--- src/rtl/wb_arbiter_pkg.sv ---
// Shared types and widths for the write-back arbiter: result entry layout and source ids.
package wb_pkg;
    localparam int XLEN       = 32;
    localparam int REG_ADDR_W = 5;

    typedef struct packed {
        logic [REG_ADDR_W-1:0] rd;
        logic [XLEN-1:0]       data;
    } wb_entry_t;

    typedef enum logic {
        WB_SRC_ALU = 1'b0,
        WB_SRC_LSU = 1'b1
    } wb_src_e;
endpackage

--- src/rtl/wb_arbiter_fifo.sv ---
// Per-source result FIFO; DEPTH must be a power of two so pointers wrap by overflow.
module wb_fifo
    import wb_pkg::*;
#(
    parameter int DEPTH = 2
) (
    input  logic      clk_i,
    input  logic      reset_i,
    input  logic      push_i,
    input  wb_entry_t push_data_i,
    input  logic      pop_i,
    output wb_entry_t pop_data_o,
    output logic      full_o,
    output logic      empty_o
);
    localparam int PTR_W = $clog2(DEPTH);
    localparam int CNT_W = PTR_W + 1;

    wb_entry_t        mem_q [DEPTH];
    logic [PTR_W-1:0] wr_ptr_q, wr_ptr_d;
    logic [PTR_W-1:0] rd_ptr_q, rd_ptr_d;
    logic [CNT_W-1:0] count_q, count_d;
    logic             push_ok;
    logic             pop_ok;

    assign full_o     = (count_q == CNT_W'(DEPTH));
    assign empty_o    = (count_q == '0);
    assign push_ok    = push_i && !full_o;
    assign pop_ok     = pop_i && !empty_o;
    assign pop_data_o = mem_q[rd_ptr_q];

    always_comb begin
        wr_ptr_d = push_ok ? wr_ptr_q + PTR_W'(1) : wr_ptr_q;
        rd_ptr_d = pop_ok  ? rd_ptr_q + PTR_W'(1) : rd_ptr_q;
        count_d  = count_q;
        if (push_ok && !pop_ok) begin
            count_d = count_q + CNT_W'(1);
        end else if (!push_ok && pop_ok) begin
            count_d = count_q - CNT_W'(1);
        end
    end

    always_ff @(posedge clk_i) begin
        if (reset_i) begin
            wr_ptr_q <= '0;
            rd_ptr_q <= '0;
            count_q  <= '0;
        end else begin
            wr_ptr_q <= wr_ptr_d;
            rd_ptr_q <= rd_ptr_d;
            count_q  <= count_d;
        end
    end

    // Storage is left uncleared by reset; the pointers alone define what is valid.
    always_ff @(posedge clk_i) begin
        if (push_ok) begin
            mem_q[wr_ptr_q] <= push_data_i;
        end
    end
endmodule

--- src/rtl/wb_arbiter.sv ---
// Round-robin write-back arbiter merging ALU and LSU results into one register-file port.
// Optional macro WB_BYPASS_EN adds a combinational forwarding port off the write stage.
module wb_arbiter
    import wb_pkg::*;
#(
    parameter int FIFO_DEPTH = 2
) (
    input  logic        clk_i,
    input  logic        reset_i,
    input  logic        alu_valid_i,
    output logic        alu_ready_o,
    input  logic [4:0]  alu_rd_i,
    input  logic [31:0] alu_data_i,
    input  logic        lsu_valid_i,
    output logic        lsu_ready_o,
    input  logic [4:0]  lsu_rd_i,
    input  logic [31:0] lsu_data_i,
    output logic        rf_write_en_o,
    output logic [4:0]  rf_write_addr_o,
    output logic [31:0] rf_write_data_o,
    output logic        busy_o
`ifdef WB_BYPASS_EN
    ,
    input  logic [4:0]  byp_addr_i,
    output logic        byp_hit_o,
    output logic [31:0] byp_data_o
`endif
);
    logic      src_valid [2];
    wb_entry_t src_in    [2];
    wb_entry_t src_head  [2];
    logic      src_full  [2];
    logic      src_empty [2];
    logic      src_pop   [2];

    logic      grant_valid;
    wb_src_e   grant_src;
    wb_src_e   last_q, last_d;
    logic      out_valid_q, out_valid_d;
    wb_entry_t out_entry_q, out_entry_d;

    assign src_valid[WB_SRC_ALU] = alu_valid_i;
    assign src_valid[WB_SRC_LSU] = lsu_valid_i;
    assign src_in[WB_SRC_ALU]    = '{rd: alu_rd_i, data: alu_data_i};
    assign src_in[WB_SRC_LSU]    = '{rd: lsu_rd_i, data: lsu_data_i};

    for (genvar gi = 0; gi < 2; gi++) begin : g_src
        wb_fifo #(
            .DEPTH(FIFO_DEPTH)
        ) u_fifo (
            .clk_i      (clk_i),
            .reset_i    (reset_i),
            .push_i     (src_valid[gi] && !src_full[gi]),
            .push_data_i(src_in[gi]),
            .pop_i      (src_pop[gi]),
            .pop_data_o (src_head[gi]),
            .full_o     (src_full[gi]),
            .empty_o    (src_empty[gi])
        );
        assign src_pop[gi] = grant_valid && (int'(grant_src) == gi);
    end

    // Ready comes from registered occupancy, so a full FIFO stays blocked even while popping.
    assign alu_ready_o = !src_full[WB_SRC_ALU];
    assign lsu_ready_o = !src_full[WB_SRC_LSU];

    always_comb begin
        grant_valid = 1'b0;
        grant_src   = WB_SRC_ALU;
        if (!src_empty[WB_SRC_ALU] && !src_empty[WB_SRC_LSU]) begin
            grant_valid = 1'b1;
            grant_src   = (last_q == WB_SRC_ALU) ? WB_SRC_LSU : WB_SRC_ALU;
        end else if (!src_empty[WB_SRC_ALU]) begin
            grant_valid = 1'b1;
            grant_src   = WB_SRC_ALU;
        end else if (!src_empty[WB_SRC_LSU]) begin
            grant_valid = 1'b1;
            grant_src   = WB_SRC_LSU;
        end
    end

    always_comb begin
        out_valid_d = grant_valid;
        out_entry_d = grant_valid ? src_head[grant_src] : out_entry_q;
        last_d      = grant_valid ? grant_src : last_q;
    end

    // Last-grant resets to ALU so the LSU wins the first contention.
    always_ff @(posedge clk_i) begin
        if (reset_i) begin
            out_valid_q <= 1'b0;
            out_entry_q <= '0;
            last_q      <= WB_SRC_ALU;
        end else begin
            out_valid_q <= out_valid_d;
            out_entry_q <= out_entry_d;
            last_q      <= last_d;
        end
    end

    // x0 entries travel through the output stage but never assert the write.
    assign rf_write_en_o   = out_valid_q && (out_entry_q.rd != '0);
    assign rf_write_addr_o = rf_write_en_o ? out_entry_q.rd   : '0;
    assign rf_write_data_o = rf_write_en_o ? out_entry_q.data : '0;
    assign busy_o          = !src_empty[WB_SRC_ALU] || !src_empty[WB_SRC_LSU] || out_valid_q;

`ifdef WB_BYPASS_EN
    assign byp_hit_o  = rf_write_en_o && (byp_addr_i == rf_write_addr_o);
    assign byp_data_o = byp_hit_o ? rf_write_data_o : '0;
`endif
endmodule

--- config.mk ---
export PLATFORM = sky130hd
export DESIGN_NAME = wb_arbiter
export DESIGN_NICKNAME = d
export VERILOG_FILES = /design/src/rtl/wb_arbiter_pkg.sv /design/src/rtl/wb_arbiter_fifo.sv /design/src/rtl/wb_arbiter.sv
export SDC_FILE = /design/constraint.sdc
export NUM_CORES = 1
export LEC_CHECK = 0
export ABC_AREA = 1
export CORE_MARGIN = 4
export CORE_UTILIZATION = 49
export DETAILED_ROUTE_END_ITERATION = 16
export PLACE_DENSITY = 0.75
export SYNTH_ARGS = -nofsm -noshare
export SYNTH_HDL_FRONTEND = slang
export SYNTH_HIERARCHICAL = 1
export SYNTH_SLANG_ARGS = --single-unit
--- constraint.sdc ---
create_clock -name clk_i -period 2.98 [get_ports clk_i]
set_input_delay 0.745 -clock clk_i [delete_from_list [all_inputs] [get_ports clk_i]]
set_output_delay 0.745 -clock clk_i [all_outputs]
set_load 0.03 [all_outputs]
==> impl_metrics.csv, run 1 <==
group,metric,value,unit
floorplan,coreArea,17200,sq um
grt,grt_use_total,17.7,%
setup_path,crit_chain,"nor2_1 -> nand3b_1 -> nand2_4 -> nor2_1 -> clkdlybuf4s50_1",
setup_path,cpMostUsedCell,"nor2_1",
grt,grt_max_degree,39,
logic_synthesis,synth.net_count,802,
clock_network,path_clk_slew,0.06,ns
sta,max_freq,0.348,GHz
drt,drt_iter0_drc,328,
sta,tightest_slew,0.675,ns
power,p_per_area,922,nW/um^2
floorplan,die_area,19600,sq um
floorplan,io_pins,119,
floorplan,dieHeight,140,um
clock_network,post_cts_buffers,0,
grt,overflow,0,
clock_network,cts_root_buf,"clkbuf_16",
clock_network,cts_tree,"done",
finish,syn_to_final_growth,23.4,%
drt,drc,0,
logic_synthesis,ys_types,23,
run,maxCapViolations,0,
place,pre_cts_slack,0.314,ns
setup_path,max_stage_delay,0.69,ns
finish,final_common_cell,"edfxtp_1",
finish,layout.nets,920,
clock_network,cts.sinks,197,
sta,fin_crit,2.88,ns
logic_synthesis,synth_top_family_by_area,"simple AND/OR/NAND/NOR gates",
setup_path,slowest_stage,"clkdlybuf4s50_1",
setup_path,crit_path_end_kind,"output port",
drt,wl_per_cell,15.7,um
floorplan,initial_core_util,49.8,%
clock_network,htree_levels,4,
place,post-dp-hpwl,11700,um
setup_path,cp.required,2.24,ns
logic_synthesis,postSynthAreaPerCell,11.8,sq um
logic_synthesis,yosys.area.top_type,"edfxtp_1",
place,placed_cells,1046,
clock_network,cts_buffers,17,
clock_network,cts.path.max_buffers,2,
drt,first_pass_iters,4,
power,leakage,4.57,nW
grt,antenna_found_initial,0,
status,outcome,"completed",
sta,setup_viol,0,
logic_synthesis,synthMuxAreaShare,12.4,%
logic_synthesis,yosys_warnings,6,
grt,grt_pass1_vias,5198,
power,peakVddDrop,0.000622,V
setup_path,startpoint_type,"flop",
sta,finClkSkew,0.00680,ns
sta,fin_ws,0.102,ns
clock_network,hold_buffers,0,
floorplan,rows,48,
finish,antenna_cells,0,
place,portBuffers,118,
logic_synthesis,synth-xor-area-share,0,%
hold_path,min_path_type,"flop to flop",
sta,finalCritPeriodShare,96.6,%
setup_path,worstSetupPathType,"flop to output port",
logic_synthesis,yosysTopAreaCellShare,52.0,%
logic_synthesis,synth_area,8550,sq um
logic_synthesis,seq_area_frac_synth,63.5,%
logic_synthesis,synth_compound_area_share,0.937,%
place,gp_congestion,0.871,
drt,vias,5223,
drt,routed_via_density,4.85,
logic_synthesis,syn_inst,722,
sta,finalHoldViolations,0,
floorplan,die_w,140,um
finish,final_cell_mix,"148 x edfxtp_1, 135 x inv_1, 122 x nand2_1",
logic_synthesis,synth_fa_ha_area_share,0.293,%
setup_path,critPathMaxFanout,35,
sta,fin_setup_tns,0,ns
finish,final.fill_count,1405,
grt,grt_pass1_wl,26400,um
clock_network,insertion_delay,0.42,ns
setup_path,arrival,2.13,ns
logic_synthesis,synth_area_leaders,"edfxtp_1 52%, dfxtp_1 11%, mux2_4 11%",
drt,drt_wl_total,16900,um
sta,maxSlewViolCount,0,
finish,final_layout_size_suffix_gt1_share,15.7,%
logic_synthesis,ys_seq_elements,197,
drt,drt.antenna.violating_nets,0,
sta,relSlewSlack,55.0,%
finish,finish.cell_count_without_fillers,1078,
logic_synthesis,synth-simple-area-share,13.4,%
metrics by stage:
| step | power (mW) | hold slack, ns | cell area, sq um | utilization (%) |
|---|---|---|---|---|
| CTS | 9.84 | 0.454 | 10500 | 61.2 |
| global route | 10.3 | 0.473 | 10500 | 61.4 |
| global placement | 7.39 | 0.436 | 9890 | 57.6 |
| detailed placement | 7.48 | 0.441 | 9890 | 57.6 |
| floorplan | 6.58 | 0.426 | 8550 | - |
| finish | 9.73 | 0.451 | 10500 | 61.4 |
report_power, final:
group	switching, mW	total (mW)	internal, mW
logic	2.02	3.47	1.44
clock network	0.938	2.34	1.40
registers	0.262	3.92	3.66
per-layer routing:
layer / vias to the layer above / track usage (%) / wire length [um]
met5: - / 0 / 0
met4: 0 / 5.97 / 319
met3: 21 / 3.96 / 858
met2: 142 / 32.4 / 8850
met1: 2477 / 20.4 / 6850
li1: 2583 / - / -
cells by family after synthesis:
kind of cell	count (synthesis)
and+or+nand+nor	268
DFF	197
buffers and inverters	168
muxes	74
AOI/OAI and AO/OA	13
adders and majority gates	2
repair_timing:
item | 4_1_cts | 5_1_grt
pin swaps | 0 | 0
resized for setup | 1 | 13
gates cloned | 0 | 0
endpoints found under the setup margin | 35 | 13
worst max-delay path, delay by kind of cell (launching register included):
kind / cells / cell delay, ns
and+or+nand+nor: 4 / 0.64
buffers and inverters: 1 / 0.69
DFF: 1 / 0.37
flip-flops by register name, summed over array words and instances, names as in the netlist, named ones only:
name	count
g_src.u_fifo/count_q	4
g_src.u_fifo/mem_q	148
g_src.u_fifo/rd_ptr_q	2
g_src.u_fifo/wr_ptr_q	2
last_q	1
out_entry_q	37
out_valid_q	1
synthesized netlist by cell type, drive strengths merged:
library cell and count:
a21oi 3, and2 2, buf 30, dfxtp 49
edfxtp 148, ha 2, inv 138, mux2 74
nand2 126, nand3 77, nand3b 1, nand4 2
nor2 59, o21ai 10, or2 1
layout make-up:
cell class | count | area, sq um | area share [%]
clock buffer | 25 | 528 | 5.01
clock inverter | 7 | 91.3 | 0.866
inverter | 138 | 518 | 4.91
multi-input combinational | 357 | 2340 | 22.2
sequential | 197 | 5430 | 51.5
tap | 225 | 282 | 2.67
timing repair buffer | 129 | 1360 | 12.9
worst paths after layout:
kind	from	end	slack, ns	cells after the start
setup / recovery	out_entry_q[32]	rf_write_data_o[7]	0.10	5
hold / removal	out_entry_q[23]	out_entry_q[23]	0.45	2
setup reg to reg	g_src[0].u_fifo/count_q[0]	g_src[0].u_fifo/count_q[1]	1.12	13
hold reg to reg	out_entry_q[23]	out_entry_q[23]	0.45	2
Power figures use the tool's default switching activity.
==> run 2: changes to the inputs <==
--- a/config.mk
+++ b/config.mk
@@ -9,6 +9,7 @@
 export CORE_MARGIN = 4
 export CORE_UTILIZATION = 49
 export DETAILED_ROUTE_END_ITERATION = 16
+export MAX_ROUTING_LAYER = met4
 export PLACE_DENSITY = 0.75
 export SYNTH_ARGS = -nofsm -noshare
 export SYNTH_HDL_FRONTEND = slang
==> run 2 against run 1 <==
Fmax about the same. Sequential cell count unchanged. Via count decreased by 0.56%. Sequential share of layout area about the same. Register-to-register slack improved by 0.02 ns. Clock skew increased by 0.0016 ns. First-iteration DRC count increased by 13%. Hold slack about the same. Core utilization about the same.
==> impl_metrics.csv, run 2 (synthesis gave the netlist of run 1 again) <==
group,metric,value,unit
grt,grt_pass1_vias,5192,
drt,vias,5194,
power,internal-power,6.51,mW
drt,drc,0,
status,outcome,"completed",
place,dpl-instance-area,9890,sq um
sta,setup_viol,0,
power,p_sw_share,33.1,%
grt,antenna_found_initial,0,
finish,reg_top3,"g_src.u_fifo/mem_q x148, out_entry_q x37, g_src.u_fifo/count_q x4",
power,peakVddDrop,0.000622,V
setup_path,arrival,2.13,ns
clock_network,cts_resized,1,
run,maxCapViolations,0,
power,power,9.72,mW
setup_path,startpoint_type,"flop",
clock_network,cts_root_buf,"clkbuf_16",
sta,finalCritPeriodShare,96.6,%
finish,layout.nets,920,
clock_network,insertion_delay,0.43,ns
clock_network,cts.path.max_buffers,2,
sta,max_freq,0.347,GHz
setup_path,crit_path_end_kind,"output port",
clock_network,cts.sinks,197,
drt,first_pass_iters,4,
finish,final_cell_mix,"148 x edfxtp_1, 135 x inv_1, 122 x nand2_1",
sta,finalHoldViolations,0,
drt,drt_wl_total,16900,um
floorplan,dieHeight,140,um
finish,top_register,"g_src.u_fifo/mem_q",
floorplan,io_pins,119,
clock_network,cts_tree,"done",
sta,tightest_slew,0.673,ns
finish,antenna_cells,0,
place,portBuffers,118,
clock_network,path_clk_slew,0.06,ns
sta,rsz0062_at_grt,"no",
finish,largest_reg_flops,148,
hold_path,min_path_type,"flop to flop",
drt,routed_via_density,4.82,
floorplan,rows,48,
floorplan,coreArea,17200,sq um
sta,fin_setup_tns,0,ns
setup_path,critPathMaxFanout,35,
power,pwr-share-clk,24.0,%
power,seq_power_share,40.4,%
clock_network,htree_levels,4,
clock_network,post_cts_buffers,0,
floorplan,die_w,140,um
grt,overflow,0,
sta,maxSlewViolCount,0,
place,post-dp-hpwl,11700,um
sta,relSlewSlack,55.2,%
grt,grt_max_degree,39,
drt,wl_per_cell,15.7,um
grt,grt_use_total,18.3,%
clock_network,cts_buffers,17,
finish,final_area,10600,sq um
setup_path,worstSetupPathType,"flop to output port",
finish,final.fill_count,1404,
drt,drt.antenna.violating_nets,0,
sta,finClkSkew,0.00842,ns
finish,syn_to_final_growth,23.5,%
grt,grt_pass1_wl,26400,um
clock_network,hold_buffers,0,
power,p_comb_share,35.6,%
floorplan,initial_core_util,49.8,%
place,gp_congestion,0.885,
drt,drt_iter0_drc,370,
finish,final_layout_size_suffix_gt1_share,15.7,%
floorplan,die_area,19600,sq um
power,leakage,4.61,nW
sta,fin_crit,2.88,ns
setup_path,cp.required,2.24,ns
power,p_sw,3.22,mW
finish,final_common_cell,"edfxtp_1",
power,p_per_area,921,nW/um^2
==> run 2: worst paths after layout <==
check | startpoint | to | slack [ns] | cells past startpoint
max reg2reg | g_src[0].u_fifo/count_q[0] | g_src[0].u_fifo/count_q[1] | 1.14 | 13
min | out_entry_q[20] | out_entry_q[20] | 0.45 | 2
max | out_entry_q[32] | rf_write_data_o[7] | 0.10 | 5
min reg2reg | out_entry_q[20] | out_entry_q[20] | 0.45 | 2
==> run 2: cell type report <==
cell class	count	area [sq um]	share of cell area, %
Sequential cell	197	5430	51.4
Multi-Input combinational cell	357	2340	22.2
Timing Repair Buffer	129	1360	12.9
Clock buffer	25	528	5.00
Inverter	138	518	4.91
Tap cell	225	282	2.67
Clock inverter	7	91.3	0.866
==> run 2: through the flow <==
step	util, %	hold WS [ns]	setup slack (ns)	instances
floorplan	-	0.426	0.0278	722
global placement	57.6	0.436	0.414	1046
detailed placement	57.6	0.441	0.314	1046
CTS	61.2	0.454	0.0616	1078
global route	61.4	0.473	0.00100	1078
finish	61.4	0.451	0.101	1078
==> run 2: critical path: stages (launching register included) <==
cell and delay [ns]:
dfxtp_1 0.37, nor2_1 0.05, nand3b_1 0.14, nand2_4 0.26
nor2_1 0.19, clkdlybuf4s50_1 0.69
==> run 2: per-layer routing <==
| metal | wire [um] | global-route usage, % | part of all wire [%] |
|---|---|---|---|
| met2 | 8900 | 32.3 | 53 |
| met5 | 0 | - | 0 |
| met4 | 296 | 5.97 | 1.8 |
| met1 | 6880 | 20.8 | 41 |
| met3 | 832 | 3.82 | 4.9 |
==> run 2: power groups by stage <==
stage | clock network (mW) | registers (mW) | logic (mW)
5_1_grt | 2.51 | 3.98 | 3.82
6_report | 2.34 | 3.92 | 3.46
3_5_place_dp | 0 | 3.98 | 3.50
2_1_floorplan | 0 | 3.91 | 2.67
3_3_place_gp | 0 | 3.94 | 3.45
4_1_cts | 2.39 | 3.93 | 3.52
==> run 3: changes to the inputs <==
--- a/config.mk
+++ b/config.mk
@@ -7,10 +7,11 @@
 export LEC_CHECK = 0
 export ABC_AREA = 1
 export CORE_MARGIN = 4
-export CORE_UTILIZATION = 49
+export CORE_UTILIZATION = 55
+export CTS_BUF_LIST = sky130_fd_sc_hd__clkbuf_8
 export DETAILED_ROUTE_END_ITERATION = 16
 export MAX_ROUTING_LAYER = met4
-export PLACE_DENSITY = 0.75
+export PLACE_DENSITY = 0.79
 export SYNTH_ARGS = -nofsm -noshare
 export SYNTH_HDL_FRONTEND = slang
 export SYNTH_HIERARCHICAL = 1
==> constraint.sdc (replaced) <==
create_clock -name clk_i -period 3.2 [get_ports clk_i]
set_input_delay 0.8 -clock clk_i [delete_from_list [all_inputs] [get_ports clk_i]]
set_output_delay 0.8 -clock clk_i [all_outputs]
set_load 0.03 [all_outputs]
==> run 3 against run 2 <==
Core utilization rose by 6.0 points. Critical path depth stayed put. First-iteration DRC count is 11% lower. Register-to-register slack improved by 0.05 ns. Clock skew hardly changed. Critical endpoint is now rf_write_addr_o[0]. Sequential power fell by 5.6%. Cell area decreased by 2.9%. Global-route usage up 1.7 points. Sequential share of layout area is 1.5 points higher. Hold slack better by 0.0068 ns. Sequential cell count stayed put.
==> impl_metrics.csv, run 3 (synthesis gave the netlist of run 1 again) <==
group,metric,value,unit
drt,first_pass_iters,7,
finish,final_cell_mix,"148 x edfxtp_1, 135 x inv_1, 122 x nand2_1",
finish,layout.nets,922,
clock_network,insertion_delay,0.45,ns
power,p_per_area,824,nW/um^2
clock_network,cts.sinks,197,
finish,top_register,"g_src.u_fifo/mem_q",
clock_network,post_cts_buffers,0,
finish,seq_area,5430,sq um
floorplan,coreArea,15200,sq um
clock_network,htree_levels,4,
sta,finClkSkew,0.00831,ns
sta,finalHoldViolations,0,
floorplan,rows,45,
setup_path,worstSetupPathType,"flop to output port",
setup_path,cp-startpoint,"out_entry_q[36]",
place,placed_cells,1011,
finish,syn_to_final_growth,19.9,%
grt,grt_util_met3,4.03,%
drt,routed_via_density,5.04,
clock_network,cts_resized,1,
sta,tightest_slew,0.625,ns
sta,fin_crit,2.97,ns
status,outcome,"completed",
grt,top_usage_layer,"met2",
run,maxCapViolations,0,
grt,grt_pass1_wl,26400,um
hold_path,min_path_type,"flop to flop",
finish,finish.cell_count_without_fillers,1043,
finish,antenna_cells,0,
sta,rsz0062_at_grt,"no",
clock_network,cts_tree,"done",
setup_path,critPathMaxFanout,35,
clock_network,hold_buffers,0,
finish,utilization,67.4,%
clock_network,cts.path.max_buffers,2,
sta,setup_viol,0,
drt,vias,5252,
drt,wl_per_cell,15.7,um
grt,grt_max_degree,39,
grt,grt_pass1_vias,5371,
clock_network,cts_root_buf,"clkbuf_8",
sta,relSlewSlack,58.3,%
grt,use_met1,23.4,%
finish,reg_top3,"g_src.u_fifo/mem_q x148, out_entry_q x37, g_src.u_fifo/count_q x4",
grt,overflow,0,
setup_path,arrival,2.17,ns
sta,max_freq,0.336,GHz
floorplan,dieHeight,133,um
grt,grt_use_total,19.9,%
grt,antenna_found_initial,0,
floorplan,initial_core_util,56.2,%
sta,fin_setup_tns,0,ns
place,portBuffers,118,
floorplan,die_w,133,um
finish,final_common_cell,"edfxtp_1",
setup_path,startpoint_type,"flop",
finish,largest_reg_flops,148,
drt,drc,0,
setup_path,rr_startpoint,"g_src[0].u_fifo/count_q[0]",
setup_path,reg2regPathDepth,14,
setup_path,reg2reg_to,"g_src[0].u_fifo/count_q[1]",
finish,final_layout_size_suffix_gt1_share,16.3,%
setup_path,cp.required,2.40,ns
sta,finalCritPeriodShare,92.9,%
place,post-dp-hpwl,11500,um
sta,maxSlewViolCount,0,
power,leakage,4.24,nW
setup_path,crit_path_end_kind,"output port",
drt,drt.antenna.violating_nets,0,
clock_network,path_clk_slew,0.09,ns
setup_path,critPathCapture,"rf_write_addr_o[0]",
drt,drt_wl_total,16400,um
place,gp_congestion,0.825,
floorplan,io_pins,119,
power,peakVddDrop,0.000429,V
clock_network,cts_buffers,17,
setup_path,r2r_slack,1.19,ns
drt,drt_iter0_drc,328,
finish,final.fill_count,1174,
finish,multiInputGateArea,2340,sq um
floorplan,die_area,17600,sq um
grt,grt.met2_usage,33.7,%
run 3: worst min-delay path by stage:
stage,from,slack [ns],depth (start not counted),to
finish,out_entry_q[26],0.46,2,out_entry_q[26]
global route,out_entry_q[6],0.47,2,out_entry_q[6]
CTS,out_entry_q[25],0.46,2,out_entry_q[25]
detailed placement,out_entry_q[26],0.44,2,out_entry_q[26]
global placement,out_entry_q[25],0.44,2,out_entry_q[25]
floorplan,out_entry_q[0],0.43,2,out_entry_q[0]
run 3: layout make-up:
type	instances	area share, %
Multi-Input combinational cell	357	22.9
Clock inverter	13	1.45
Tap cell	188	2.29
Inverter	138	5.05
Timing Repair Buffer	131	12.8
Sequential cell	197	53.0
Clock buffer	19	2.55
run 3: routing by layer:
layer	share of wire, %	wire length (um)
met1	41	6740
met2	51	8360
met3	4.9	811
met4	2.9	476
met5	0	0
run 3: worst max-delay path, cell delays in order, from the launching register on:
cell and delay [ns]:
dfxtp_1 0.36, nor2_1 0.06, nand3b_1 0.14, nand2_4 0.25, nor2_1 0.20, clkdlybuf4s50_1 0.70
run 3: metrics by stage:
step	cell area, sq um	hold slack [ns]	setup slack, ns	total power [mW]
3_3_place_gp	9830	0.436	0.634	6.84
3_5_place_dp	9830	0.441	0.518	6.93
5_1_grt	10200	0.472	0.0327	8.98
6_report	10200	0.458	0.227	8.45
4_1_cts	10200	0.461	0.192	8.53
2_1_floorplan	8550	0.426	0.193	6.13
run 3: report_power, final:
group | switching [mW] | internal (mW) | total [mW]
clock | 0.862 | 0.745 | 1.61
sequential | 0.295 | 3.41 | 3.70
combinational | 1.80 | 1.34 | 3.14
total | 2.96 | 5.49 | 8.45
